[src/rtl/imm_encoder.sv]
// LEGv8 D-format (LDUR/STUR) and CB-format (CBZ) instruction packer with range-checked
// immediates, buffering {err, instr} entries in a small valid/ready FIFO.
module imm_encoder #(
    parameter int unsigned DEPTH = 4
) (
    input  logic        clk,
    input  logic        reset,
    input  logic        in_valid,
    output logic        in_ready,
    input  logic [1:0]  in_kind,
    input  logic [4:0]  in_rt,
    input  logic [4:0]  in_rn,
    input  logic [63:0] in_imm,
    output logic        out_valid,
    input  logic        out_ready,
    output logic [31:0] out_instr,
    output logic        out_err,
    output logic [7:0]  err_count
);

    localparam int unsigned PtrW = (DEPTH > 1) ? $clog2(DEPTH) : 1;
    localparam int unsigned CntW = $clog2(DEPTH + 1);
    localparam logic [CntW-1:0] Full = CntW'(DEPTH);

    typedef enum logic [1:0] {
        KindLdur = 2'b00,
        KindStur = 2'b01,
        KindCbz  = 2'b10,
        KindRsvd = 2'b11
    } kind_e;

    logic        d_fits;
    logic        cb_fits;
    logic        enc_err;
    logic [31:0] enc_instr;

    // Legal when every bit above the field's sign bit replicates it.
    always_comb begin
        d_fits    = (in_imm[63:8] == {56{in_imm[8]}});
        cb_fits   = (in_imm[1:0] == 2'b00) && (in_imm[63:20] == {44{in_imm[20]}});
        enc_err   = 1'b0;
        enc_instr = '0;
        case (kind_e'(in_kind))
            KindLdur: begin
                if (d_fits) enc_instr = {11'h7C2, in_imm[8:0], 2'b00, in_rn, in_rt};
                else        enc_err   = 1'b1;
            end
            KindStur: begin
                if (d_fits) enc_instr = {11'h7C0, in_imm[8:0], 2'b00, in_rn, in_rt};
                else        enc_err   = 1'b1;
            end
            KindCbz: begin
                if (cb_fits) enc_instr = {8'hB4, in_imm[20:2], in_rt};
                else         enc_err   = 1'b1;
            end
            default: enc_err = 1'b1;
        endcase
    end

    logic [32:0]     mem [DEPTH];
    logic [PtrW-1:0] wr_ptr;
    logic [PtrW-1:0] rd_ptr;
    logic [CntW-1:0] count;
    logic            push;
    logic            pop;

    always_comb begin
        in_ready  = (count != Full);
        out_valid = (count != '0);
        push      = in_valid && in_ready;
        pop       = out_valid && out_ready;
        out_instr = out_valid ? mem[rd_ptr][31:0] : 32'h0;
        out_err   = out_valid ? mem[rd_ptr][32] : 1'b0;
    end

    always_ff @(posedge clk) begin
        if (push) mem[wr_ptr] <= {enc_err, enc_instr};
    end

    always_ff @(posedge clk or negedge reset) begin
        if (!reset) begin
            wr_ptr    <= '0;
            rd_ptr    <= '0;
            count     <= '0;
            err_count <= '0;
        end else begin
            if (push) wr_ptr <= wr_ptr + PtrW'(1);
            if (pop)  rd_ptr <= rd_ptr + PtrW'(1);
            if (push && !pop)      count <= count + CntW'(1);
            else if (pop && !push) count <= count - CntW'(1);
            if (push && enc_err && err_count != 8'hFF) err_count <= err_count + 8'd1;
        end
    end

endmodule
[config.mk]
export PLATFORM = sky130hd
export DESIGN_NAME = imm_encoder
export DESIGN_NICKNAME = d
export VERILOG_FILES = /design/src/rtl/imm_encoder.sv
export SDC_FILE = /design/constraint.sdc
export NUM_CORES = 1
export LEC_CHECK = 0
export ABC_AREA = 1
export CAP_MARGIN = 20
export CORE_UTILIZATION = 56
export DETAILED_ROUTE_END_ITERATION = 12
export PLACE_DENSITY = 0.92
export RECOVER_POWER = 100
export SYNTH_ARGS = -nofsm -noshare
export SYNTH_HDL_FRONTEND = slang
export SYNTH_SLANG_ARGS = --single-unit
export TNS_END_PERCENT = 10
[constraint.sdc]
create_clock -name clk -period 4.2 [get_ports clk]
set_input_delay 0.84 -clock clk [delete_from_list [all_inputs] [get_ports clk]]
set_output_delay 0.84 -clock clk [all_outputs]
set_load 0.005 [all_outputs]
# Word level (Yosys, flattened, before mapping)
# Memories as Yosys holds them, arrays and structs flattened.
# Cells that the tools add are included.
# word_totals
memories,1
mem_bits_rw,132
reg_bits,15
elab_cells,43
input_bits,80
out_inout_bits,43
# memory_table
name,depth,word_bits,rd,rd_ports_with_merged_regs,write_ports,line,source
mem,4,33,1,0,1,60,logic [32:0] mem [DEPTH];
# op_classes
n_reduce_logical,14
n_mux,13
add_sub_neg,5
eq_ne,6
# op_table
cell,count
$mux 32,4
$pmux 32 s3,1
$eq 55x55->1,1
$eq 43x43->1,1
$add 8x1->8 const B,1
$ne 8x8->1 const B,1
$logic_and 1x1->1,7
$mux 3,2
$mux 1,5
$add 2x1->2 const B,2
$logic_not 2->1,2
$add 3x1->3 const B,1
$ne 3x3->1 const B,1
$reduce_bool 3->1,1
$sub 3x1->3 const B,1
$eq 2x1->1 const B,1
$eq 2x2->1 const B,1
$logic_not 1->1,2
$pmux 1 s2,1
$reduce_bool 2->1,1
$reduce_or 2->1,1

# Logic depth before layout (Yosys ltp)
# Gate-level depths: netlist of run 1.
# depth
ltp_word,6
ltp_mapped,12
mapped_depth_nobuf,12

# Least setup slack after synthesis of run 1
# OpenSTA, ideal clock, no wires.
# synth_path
kind,input port to flip-flop
from,in in_valid
to,mem mem[0][0] (enable)
required_ps,3787
setup_time_ps,413
path_slack_ps,1552
path_buffers,0
arrival_time_ps,2235
stages,2
cell_sequence,nand2_1 -> nor2_1
# synth_via
elab_chain_len,3
# synth_lines
item,line,source
from (decl),8,"input logic in_valid,"
$logic_and 1x1->1,70,push = in_valid && in_ready;
$mux 1,77,"if (push) mem[wr_ptr] <= {enc_err, enc_instr};"
$mux 1 (implied by the code),77,
to (decl),60,
# Every way passes these cells.

# Worst setup path in the final report of run 1
# layout_path
from,reg count[0]
to,out out_instr[17]
# layout_via
elab_chain_len,2
# layout_lines
item,line,source
from (decl),63,logic [CntW-1:0] count;
from (signal assigned),89,if (push && !pop) count <= count + CntW'(1);
from (signal assigned),90,else if (pop && !push) count <= count - CntW'(1);
$reduce_bool 3->1,69,out_valid = (count != '0);
$mux 32,72,out_instr = out_valid ? mem[rd_ptr][31:0] : 32'h0;
to (decl),16,"output logic [31:0] out_instr,"
# Every way passes these cells.

==> impl_results.md, run 1 <==
- CTS tree: yes
- CTS buffer count: 17
- R2R cell count: 5
- Final RePlAce weighted congestion: 0.868
- DRC Markers: 0
- Layout cells sized above 1: 0.0568
- Measured slew at the worst slew-check pin: 1.95 ns
- Num ports: 123
- Synthesized flop and latch total: 127
- Area growth from synthesis to layout: 29.7%
- Total GRT Usage: 0.294
- Starting Density: 0.585
- Grt ovf: 0
- CP max-delay cell: nor3_2
- Post-DP HPWL: 9.98 mm
- Yosys warning count: 0
- Pin count of the biggest net entering global routing: 58
- RSZ-0062 raised after global routing: false
- R2r endpoint: mem[2][8]$_DFFE_PP_
- Critical path required time: 3.36 ns
- DP Worst Slack: 1.01 ns
- Bufs and invs on worst path: 2
- Die W: 106 microns
- Full die area: 11300 sq um
- DIE HEIGHT: 106 microns
- Clock Path Buffers: 2
- Crit path max-delay family: buffers and inverters
- Syn Inst Count: 643
- Worst-Skew Late Latency: 0.51 ns
- Sequential power share: 0.354
- N_diodes: 0
- Hold_buf cts: 0
- Wire length per cell: 17.4 microns
- Layout Utilization: 0.758
- Slowest Stage Delay on Critical Path: 0.73 ns
- Sequential area share after synthesis: 0.614
- Failing checks: capacitance limit, slew limit
- R2R setup slack: 1.36 ns
- CTS H-tree lvls: 4
- Routed WL: 15.9 mm
- Netlist cell types: 35
- Row count: 37
- Cts repair resizes: 0
- Setup Fix Bufs, Post-CTS: 0
- Final hold vios: 0
- First-pass detailed-route iteration total: 6
- Final count of negative-setup-slack endpoints: 0
- Crit-path cells: nor3_2 > clkbuf_2 > a21oi_1 > dlygate4sd3_1
- Synth Area per Inst: 9.47 sq um
- Hold path depth: 1
- Crit path DAT: 3.03 ns
- DRT iter0 DRCs: 530
- Setup tns final: 0 ns
- Setup WS post-layout: 0.334 ns
- WHS Endpoint: count[2]$_DFFE_PN0P_
- Max-slew headroom: -0.300
- Achievable clock frequency: 0.259 GHz
- Layout Nets: 849
- CTS Sinks: 127
- Psw: 1.70 mW
- P_leak: 3.15 nW
- Fin crit share: 0.920
- DRT antenna net count: 0
- Port Buffers: 120
- Clk root buf: clkbuf_8
- Vias per inst: 5.69
- Worst setup EP type: primary output
- Crit path time final: 3.87 ns
- Antenna violations before repair: 0
- Status: finished, violations left
- Comb pwr share: 0.374
- Slew Viols, Final: 116
- Total power: 4.93 mW
- Clk pin slew, worst setup/hold paths: 0.06 ns
- Share of the synthesized area in the top cell type: 0.552
- Power per Cell Area: 625 nW/um^2
- Critical path class: register to primary output
- Area contributors post-synth: edfxtp_1 55%, nor2_1 11%, dfrtp_1 6.2%
- Synth area leader: edfxtp_1
- First-pass GRT wire length: 24.9 mm
- Post-synthesis cell area: 6090 sq um
- Vias in the first global route: 5170
- Clk pwr share: 0.272
- Worst setup path startpoint: count[0]$_DFFE_PN0P_
- HP Start: count[2]$_DFFE_PN0P_
- Post-route insts no fill: 911
- Placed insts: 879
- Core box area: 10400 sq um
- HP Class: register to register
- CP Launch Type: register
- R2r startpoint: count[0]$_DFFE_PN0P_
- Worst vdd ir: 0.383 mV
- MaxCap Viol Count: 4
- CP Max Fanout: 20
- Sw Share: 0.344
- Internal power: 3.23 mW
- Clock skew: 0.00825 ns
- Vias: 5183
[worst max-delay path by stage]
| stage | end | slack, ns | cells past startpoint |
|---|---|---|---|
| 2_1_floorplan | mem[0][0]$_DFFE_PP_ | 1.55 | 2 |
| 3_3_place_gp | mem[2][7]$_DFFE_PP_ | 1.10 | 10 |
| 3_5_place_dp | mem[0][7]$_DFFE_PP_ | 1.01 | 9 |
| 4_1_cts | out_instr[28] | 0.60 | 5 |
| 5_1_grt | out_instr[28] | 0.24 | 4 |
| 6_report | out_instr[17] | 0.33 | 4 |
[Yosys cell counts (all sizes together)]
cell type and instances:
o21ai 72, nand4 3, and2 1, nand3b 1, mux2 1, nand3 24, edfxtp 112, a21oi 33
conb 1, nor2 180, fa 1, xnor2 4, dfrtp 15, nor3 7, clkinv 1, buf 17
o22ai 3, nand2 95, inv 48, ha 6, clkbuf 11, xor2 6, or2 1
[cell usage in the layout (no fill, tap or decap), types with 5 or more instances in the layout]
cell type	Yosys	routed
xor2_1	6	6
dlygate4sd3_1	0	42
a21oi_1	33	33
inv_1	45	46
nor2_1	179	176
ha_1	6	6
nor3_1	6	5
o21ai_0	58	70
nand3_1	21	23
clkinv_2	0	6
clkdlybuf4s50_1	0	78
clkbuf_1	11	7
edfxtp_1	112	112
nand2_1	93	95
dfrtp_1	15	14
clkbuf_16	0	19
[sequential cells by signal (all words and copies together), names as in the netlist]
register,flops
wr_ptr,2
rd_ptr,2
count,3
err_count,8
mem,112
[power by group through the flow]
| stage | combinational [mW] | sequential (mW) | clock [mW] |
|---|---|---|---|
| after floorplan | 1.02 | 1.71 | 0 |
| after global placement | 1.86 | 1.73 | 0 |
| after detailed placement | 1.93 | 1.75 | 0 |
| after CTS | 1.97 | 1.73 | 1.33 |
| after global routing | 2.03 | 1.76 | 1.39 |
| final | 1.84 | 1.75 | 1.34 |
[stage by stage]
| stage | instance area, sq um | hold slack [ns] |
|---|---|---|
| after global routing | 7900 | 0.545 |
| final | 7900 | 0.519 |
| after CTS | 7940 | 0.516 |
| after detailed placement | 7390 | 0.534 |
| after global placement | 7390 | 0.510 |
| after floorplan | 6090 | 0.469 |
[routing by layer]
metal | GRT usage | part of all wire | up-vias
li1 | - | - | 2376
met1 | 0.323 | 0.36 | 2395
met2 | 0.528 | 0.51 | 359
met3 | 0.0815 | 0.10 | 53
met5 | 0 | 0 | -
met4 | 0.126 | 0.030 | 0
[kinds of logic after synthesis]
logic type / count (synthesis) / synth area share
compound gates: 108 / 0.0894
mux: 1 / 0.00185
other cells: 1 / 0.000616
fa+ha+maj: 7 / 0.0156
buf+inv: 77 / 0.0543
simple gates: 312 / 0.210
xor+xnor: 10 / 0.0144
flops: 127 / 0.614
[layout make-up]
cell class | instances | area [sq um]
clock buffer | 23 | 500
clock inverter | 9 | 53.8
fill | 667 | 2520
inverter | 49 | 184
multi-input combinational | 440 | 2010
sequential | 127 | 3740
tap | 136 | 170
timing repair buffer | 127 | 1240
No activity file was read; power rests on OpenSTA's default activity.
==> run 2: changes to the inputs <==
--- a/config.mk
+++ b/config.mk
@@ -9,8 +9,8 @@
 export CAP_MARGIN = 20
 export CORE_UTILIZATION = 56
 export DETAILED_ROUTE_END_ITERATION = 12
+export GPL_TIMING_DRIVEN = 0
 export PLACE_DENSITY = 0.92
-export RECOVER_POWER = 100
 export SYNTH_ARGS = -nofsm -noshare
 export SYNTH_HDL_FRONTEND = slang
 export SYNTH_SLANG_ARGS = --single-unit
==> impl_results.md, run 2 (synthesized netlist as in run 1, its figures left out) <==
- Post-DP HPWL: 10.5 mm
- Antenna violations before repair: 0
- Full die area: 11300 sq um
- DP Worst Slack: 0.805 ns
- Grt ovf: 0
- DIE HEIGHT: 106 microns
- CTS buffer count: 17
- Crit path max-delay family: buffers and inverters
- Total GRT Usage: 0.309
- Max-slew headroom: 0.356
- Measured slew at the worst slew-check pin: 0.964 ns
- CP Launch Type: register
- Post-route insts no fill: 931
- Hold path depth: 1
- Vias in the first global route: 5376
- Slowest Stage Delay on Critical Path: 0.48 ns
- Final count of negative-setup-slack endpoints: 0
- DRT iter0 DRCs: 446
- Most frequent cells in the layout: 175 x nor2_1, 119 x clkdlybuf4s50_1, 112 x edfxtp_1
- Layout fillers: 641
- R2R cell count: 8
- Critical path required time: 3.36 ns
- CTS Sinks: 127
- MaxCap Viol Count: 0
- DRC Markers: 0
- WHS Endpoint: count[2]$_DFFE_PN0P_
- Vias: 5348
- Row count: 37
- First-pass detailed-route iteration total: 5
- CTS H-tree lvls: 4
- Starting Density: 0.585
- Status: finished clean
- Num ports: 123
- Fin crit share: 0.950
- Layout Nets: 869
- Clock Path Buffers: 2
- Critical path class: register to primary output
- Achievable clock frequency: 0.251 GHz
- Worst setup EP type: primary output
- Clk root buf: clkbuf_8
- Layout Utilization: 0.772
- Crit path DAT: 3.15 ns
- Vias per inst: 5.74
- HP Start: count[2]$_DFFE_PN0P_
- Slew Viols, Final: 0
- Crit-path cells: inv_2 > clkbuf_1 > clkbuf_1 > o21ai_0 > a21oi_1 > buf_4 > clkdlybuf4s50_1
- Wire length per cell: 17.8 microns
- CP most frequent cell: clkbuf_1
- R2r startpoint: count[0]$_DFFE_PN0P_
- Final RePlAce weighted congestion: 0.860
- Setup WS post-layout: 0.208 ns
- Clk pin slew, worst setup/hold paths: 0.06 ns
- Layout cells sized above 1: 0.0742
- P_leak: 3.16 nW
- Die W: 106 microns
- Commonest non-fill, non-tap cell in the layout: nor2_1
- Bufs and invs on worst path: 5
- Clock skew: 0.00574 ns
- Setup Fix Bufs, Post-CTS: 0
- Worst-Skew Late Latency: 0.52 ns
- Crit path time final: 3.99 ns
- Largest regs: mem: 112 flops, err_count: 8 flops, count: 3 flops
- CP max-delay cell: clkdlybuf4s50_1
- Cts repair resizes: 0
- Routed WL: 16.6 mm
- Total power: 5.23 mW
- Hold_buf cts: 0
- Placed insts: 899
- Max FFs per register: 112
- Setup tns final: 0 ns
- Worst vdd ir: 0.333 mV
- CP Max Fanout: 10
- R2r endpoint: count[1]$_DFFE_PN0P_
- Power per Cell Area: 650 nW/um^2
- First-pass GRT wire length: 25.7 mm
- Largest Register: mem
- DRT antenna net count: 0
- HP Class: register to register
- RSZ-0062 raised after global routing: false
- Core box area: 10400 sq um
- CTS tree: yes
- R2R setup slack: 1.69 ns
- Area growth from synthesis to layout: 32.1%
- N_diodes: 0
- Port Buffers: 119
- Final hold vios: 0
- Pin count of the biggest net entering global routing: 29
[run 2: cell count changes in the layout (fill, tap and decap cells not counted), moves of 3 or more]
| cell | previous run | this run |
|---|---|---|
| dlygate4sd3_1 | 42 | 0 |
| clkbuf_1 | 7 | 11 |
| clkinv_4 | 1 | 4 |
| buf_1 | 0 | 4 |
| nor2_2 | 4 | 0 |
| clkbuf_16 | 19 | 16 |
| o21ai_0 | 70 | 58 |
| buf_2 | 0 | 6 |
| clkdlybuf4s50_1 | 78 | 119 |
| nor2_4 | 0 | 5 |
| o21ai_1 | 2 | 14 |
| buf_4 | 2 | 5 |
[run 2: how the worst max path moves through the flow]
stage	cells past startpoint	startpoint	to	slack (ns)
after detailed placement	7	rd_ptr[0]$_DFFE_PN0P_	out_instr[29]	0.80
after CTS	7	rd_ptr[0]$_DFFE_PN0P_	out_instr[30]	0.20
after floorplan	2	in_valid	mem[0][0]$_DFFE_PP_	1.55
after global placement	3	in_valid	mem[1][9]$_DFFE_PP_	0.19
after global routing	7	rd_ptr[0]$_DFFE_PN0P_	out_instr[30]	0.04
final	7	rd_ptr[0]$_DFFE_PN0P_	out_instr[30]	0.21
[run 2: layout make-up]
type / count / area [sq um] / share of cell area
Sequential cell: 127 / 3740 / 0.465
Inverter: 49 / 184 / 0.0229
Tap cell: 136 / 170 / 0.0212
Clock inverter: 15 / 146 / 0.0182
Clock buffer: 17 / 414 / 0.0515
Buffer: 28 / 146 / 0.0182
Timing Repair Buffer: 119 / 1190 / 0.148
Multi-Input combinational cell: 440 / 2050 / 0.255
[run 2: per-layer routing]
layer	global-route usage	share of wire
met4	0.145	0.033
met3	0.0711	0.090
met5	0	0
met2	0.557	0.52
met1	0.345	0.36
[run 2: worst reg2reg max path: cells and delay by family, from the launching register on]
kind | cells | cell delay, ns
adder cells (fa/ha/maj) | 2 | 0.70
multiplexers | 1 | 0.28
flip-flops | 1 | 0.44
AND/OR/NAND/NOR | 3 | 0.65
buffers and inverters | 2 | 0.33
[run 2: report_power, final]
group	switching (mW)	leakage, nW	internal [mW]	total, mW
registers	0.111	1.32	1.61	1.72
clock network	0.542	0.273	0.839	1.38
logic	1.18	1.56	0.951	2.13
[run 2: through the flow]
| step | hold slack (ns) | instance area [sq um] |
|---|---|---|
| 2_1_floorplan | 0.469 | 6090 |
| 3_3_place_gp | 0.489 | 7450 |
| 3_5_place_dp | 0.529 | 7480 |
| 4_1_cts | 0.535 | 8040 |
| 5_1_grt | 0.557 | 8040 |
| 6_report | 0.536 | 8040 |
==> run 3: changes to the inputs <==
--- a/config.mk
+++ b/config.mk
@@ -7,10 +7,10 @@
 export LEC_CHECK = 0
 export ABC_AREA = 1
 export CAP_MARGIN = 20
-export CORE_UTILIZATION = 56
+export CORE_UTILIZATION = 48
 export DETAILED_ROUTE_END_ITERATION = 12
 export GPL_TIMING_DRIVEN = 0
-export PLACE_DENSITY = 0.92
+export PLACE_DENSITY = 0.81
 export SYNTH_ARGS = -nofsm -noshare
 export SYNTH_HDL_FRONTEND = slang
 export SYNTH_SLANG_ARGS = --single-unit
==> impl_results.md, run 3 (synthesized netlist as in run 1, its figures left out) <==
- Clock Path Buffers: 2
- Final RePlAce weighted congestion: 0.878
- Commonest non-fill, non-tap cell in the layout: nor2_1
- Final count of negative-setup-slack endpoints: 0
- Critical path required time: 3.36 ns
- Pin count of the biggest net entering global routing: 29
- Critical path class: register to primary output
- Max FFs per register: 112
- Die W: 115 microns
- Power per Cell Area: 637 nW/um^2
- Cts repair resizes: 0
- Status: finished clean
- DIE HEIGHT: 115 microns
- Achievable clock frequency: 0.262 GHz
- Worst-Skew Late Latency: 0.42 ns
- R2R setup slack: 1.78 ns
- Routed WL: 15.4 mm
- Antenna violations before repair: 0
- Setup Fix Bufs, Post-CTS: 0
- Layout Nets: 869
- Full die area: 13100 sq um
- Post-DP HPWL: 10.4 mm
- P_leak: 3.15 nW
- Starting Density: 0.499
- Slew Viols, Final: 0
- Fin crit share: 0.909
- Clock skew: 0.00737 ns
- Worst setup EP type: primary output
- DRC Markers: 0
- Clk root buf: clkbuf_16
- CTS buffer count: 17
- Max-slew headroom: 0.361
- Crit path DAT: 2.98 ns
- Layout fillers: 914
- Clk pin slew, worst setup/hold paths: 0.05 ns
- Layout cells sized above 1: 0.0654
- Hold_buf cts: 0
- First-pass GRT wire length: 24.2 mm
- CTS H-tree lvls: 4
- Grt ovf: 0
- RSZ-0062 raised after global routing: false
- CP Launch Type: register
- Wire length per cell: 16.0 microns
- Crit path time final: 3.82 ns
- Largest regs: mem: 112 flops, err_count: 8 flops, count: 3 flops
- DP Worst Slack: 0.857 ns
- CP Max Fanout: 10
- Worst vdd ir: 0.321 mV
- N_diodes: 0
- HP Class: register to register
- Most frequent cells in the layout: 175 x nor2_1, 119 x clkdlybuf4s50_1, 112 x edfxtp_1
- Vias: 5076
- Area growth from synthesis to layout: 32.4%
- CTS Sinks: 127
- Port Buffers: 119
- CTS tree: yes
- DRT iter0 DRCs: 436
- Setup tns final: 0 ns
- Setup WS post-layout: 0.381 ns
- Final hold vios: 0
- Largest Register: mem
- Num ports: 123
- Total GRT Usage: 0.248
- First-pass detailed-route iteration total: 5
- DRT antenna net count: 0
- Vias per inst: 5.27
- Vias in the first global route: 5132
- MaxCap Viol Count: 0
- Row count: 40
- Measured slew at the worst slew-check pin: 0.956 ns
- Core box area: 12200 sq um
-- run 3: cell count changes in the layout (fill, tap and decap cells not counted) --
cell,delta
clkbuf_16,+1
clkinv_1,+2
clkinvlp_4,-2
clkbuf_1,+5
clkbuf_8,-1
clkinv_4,-4
inv_6,-1
-- run 3: through the flow --
stage | utilization | instances | instance area [sq um] | hold WS (ns) | total power [mW]
final | 0.660 | 963 | 8060 | 0.511 | 5.14
after global routing | 0.660 | 963 | 8060 | 0.528 | 5.41
after CTS | 0.660 | 963 | 8060 | 0.505 | 5.14
after detailed placement | 0.616 | 931 | 7520 | 0.497 | 3.79
after global placement | 0.614 | 931 | 7490 | 0.488 | 3.70
after floorplan | - | 644 | 6090 | 0.469 | 2.73
-- run 3: worst paths after layout --
kind | cells past startpoint | startpoint | to
max | 7 | rd_ptr[0]$_DFFE_PN0P_ | out_instr[31]
min | 1 | count[2]$_DFFE_PN0P_ | count[2]$_DFFE_PN0P_
max reg2reg | 8 | count[0]$_DFFE_PN0P_ | count[1]$_DFFE_PN0P_
min reg2reg | 1 | count[2]$_DFFE_PN0P_ | count[2]$_DFFE_PN0P_
max in group asynchronous | 1 | reset | err_count[4]$_DFFE_PN0P_
min in group asynchronous | 1 | reset | count[0]$_DFFE_PN0P_
-- run 3: final cells by class --
class,instances,area [sq um],area share
Buffer,28,146,0.0182
Clock buffer,22,444,0.0551
Clock inverter,10,95.1,0.0118
Inverter,49,184,0.0228
Multi-Input combinational cell,440,2050,0.255
Sequential cell,127,3740,0.464
Tap cell,168,210,0.0261
Timing Repair Buffer,119,1190,0.148
-- run 3: report_power, final --
group | internal (mW) | switching, mW | leakage, nW
Clock | 0.858 | 0.491 | 0.266
Combinational | 0.950 | 1.13 | 1.56
Sequential | 1.61 | 0.0984 | 1.32
Total | 3.42 | 1.72 | 3.15
-- run 3: worst max-delay path, cell delays in order, from the launching register on --
cell	delay [ns]
dfrtp_1	0.43
inv_2	0.09
clkbuf_1	0.39
clkbuf_1	0.45
o21ai_0	0.17
a21oi_1	0.36
buf_4	0.18
clkdlybuf4s50_1	0.49
-- run 3: metal layers --
| layer | share of wire | GRT usage | vias to the layer above |
|---|---|---|---|
| li1 | - | - | 2415 |
| met1 | 0.37 | 0.273 | 2336 |
| met2 | 0.50 | 0.434 | 280 |
| met3 | 0.092 | 0.0656 | 45 |
| met4 | 0.032 | 0.139 | 0 |
| met5 | 0 | 0 | - |
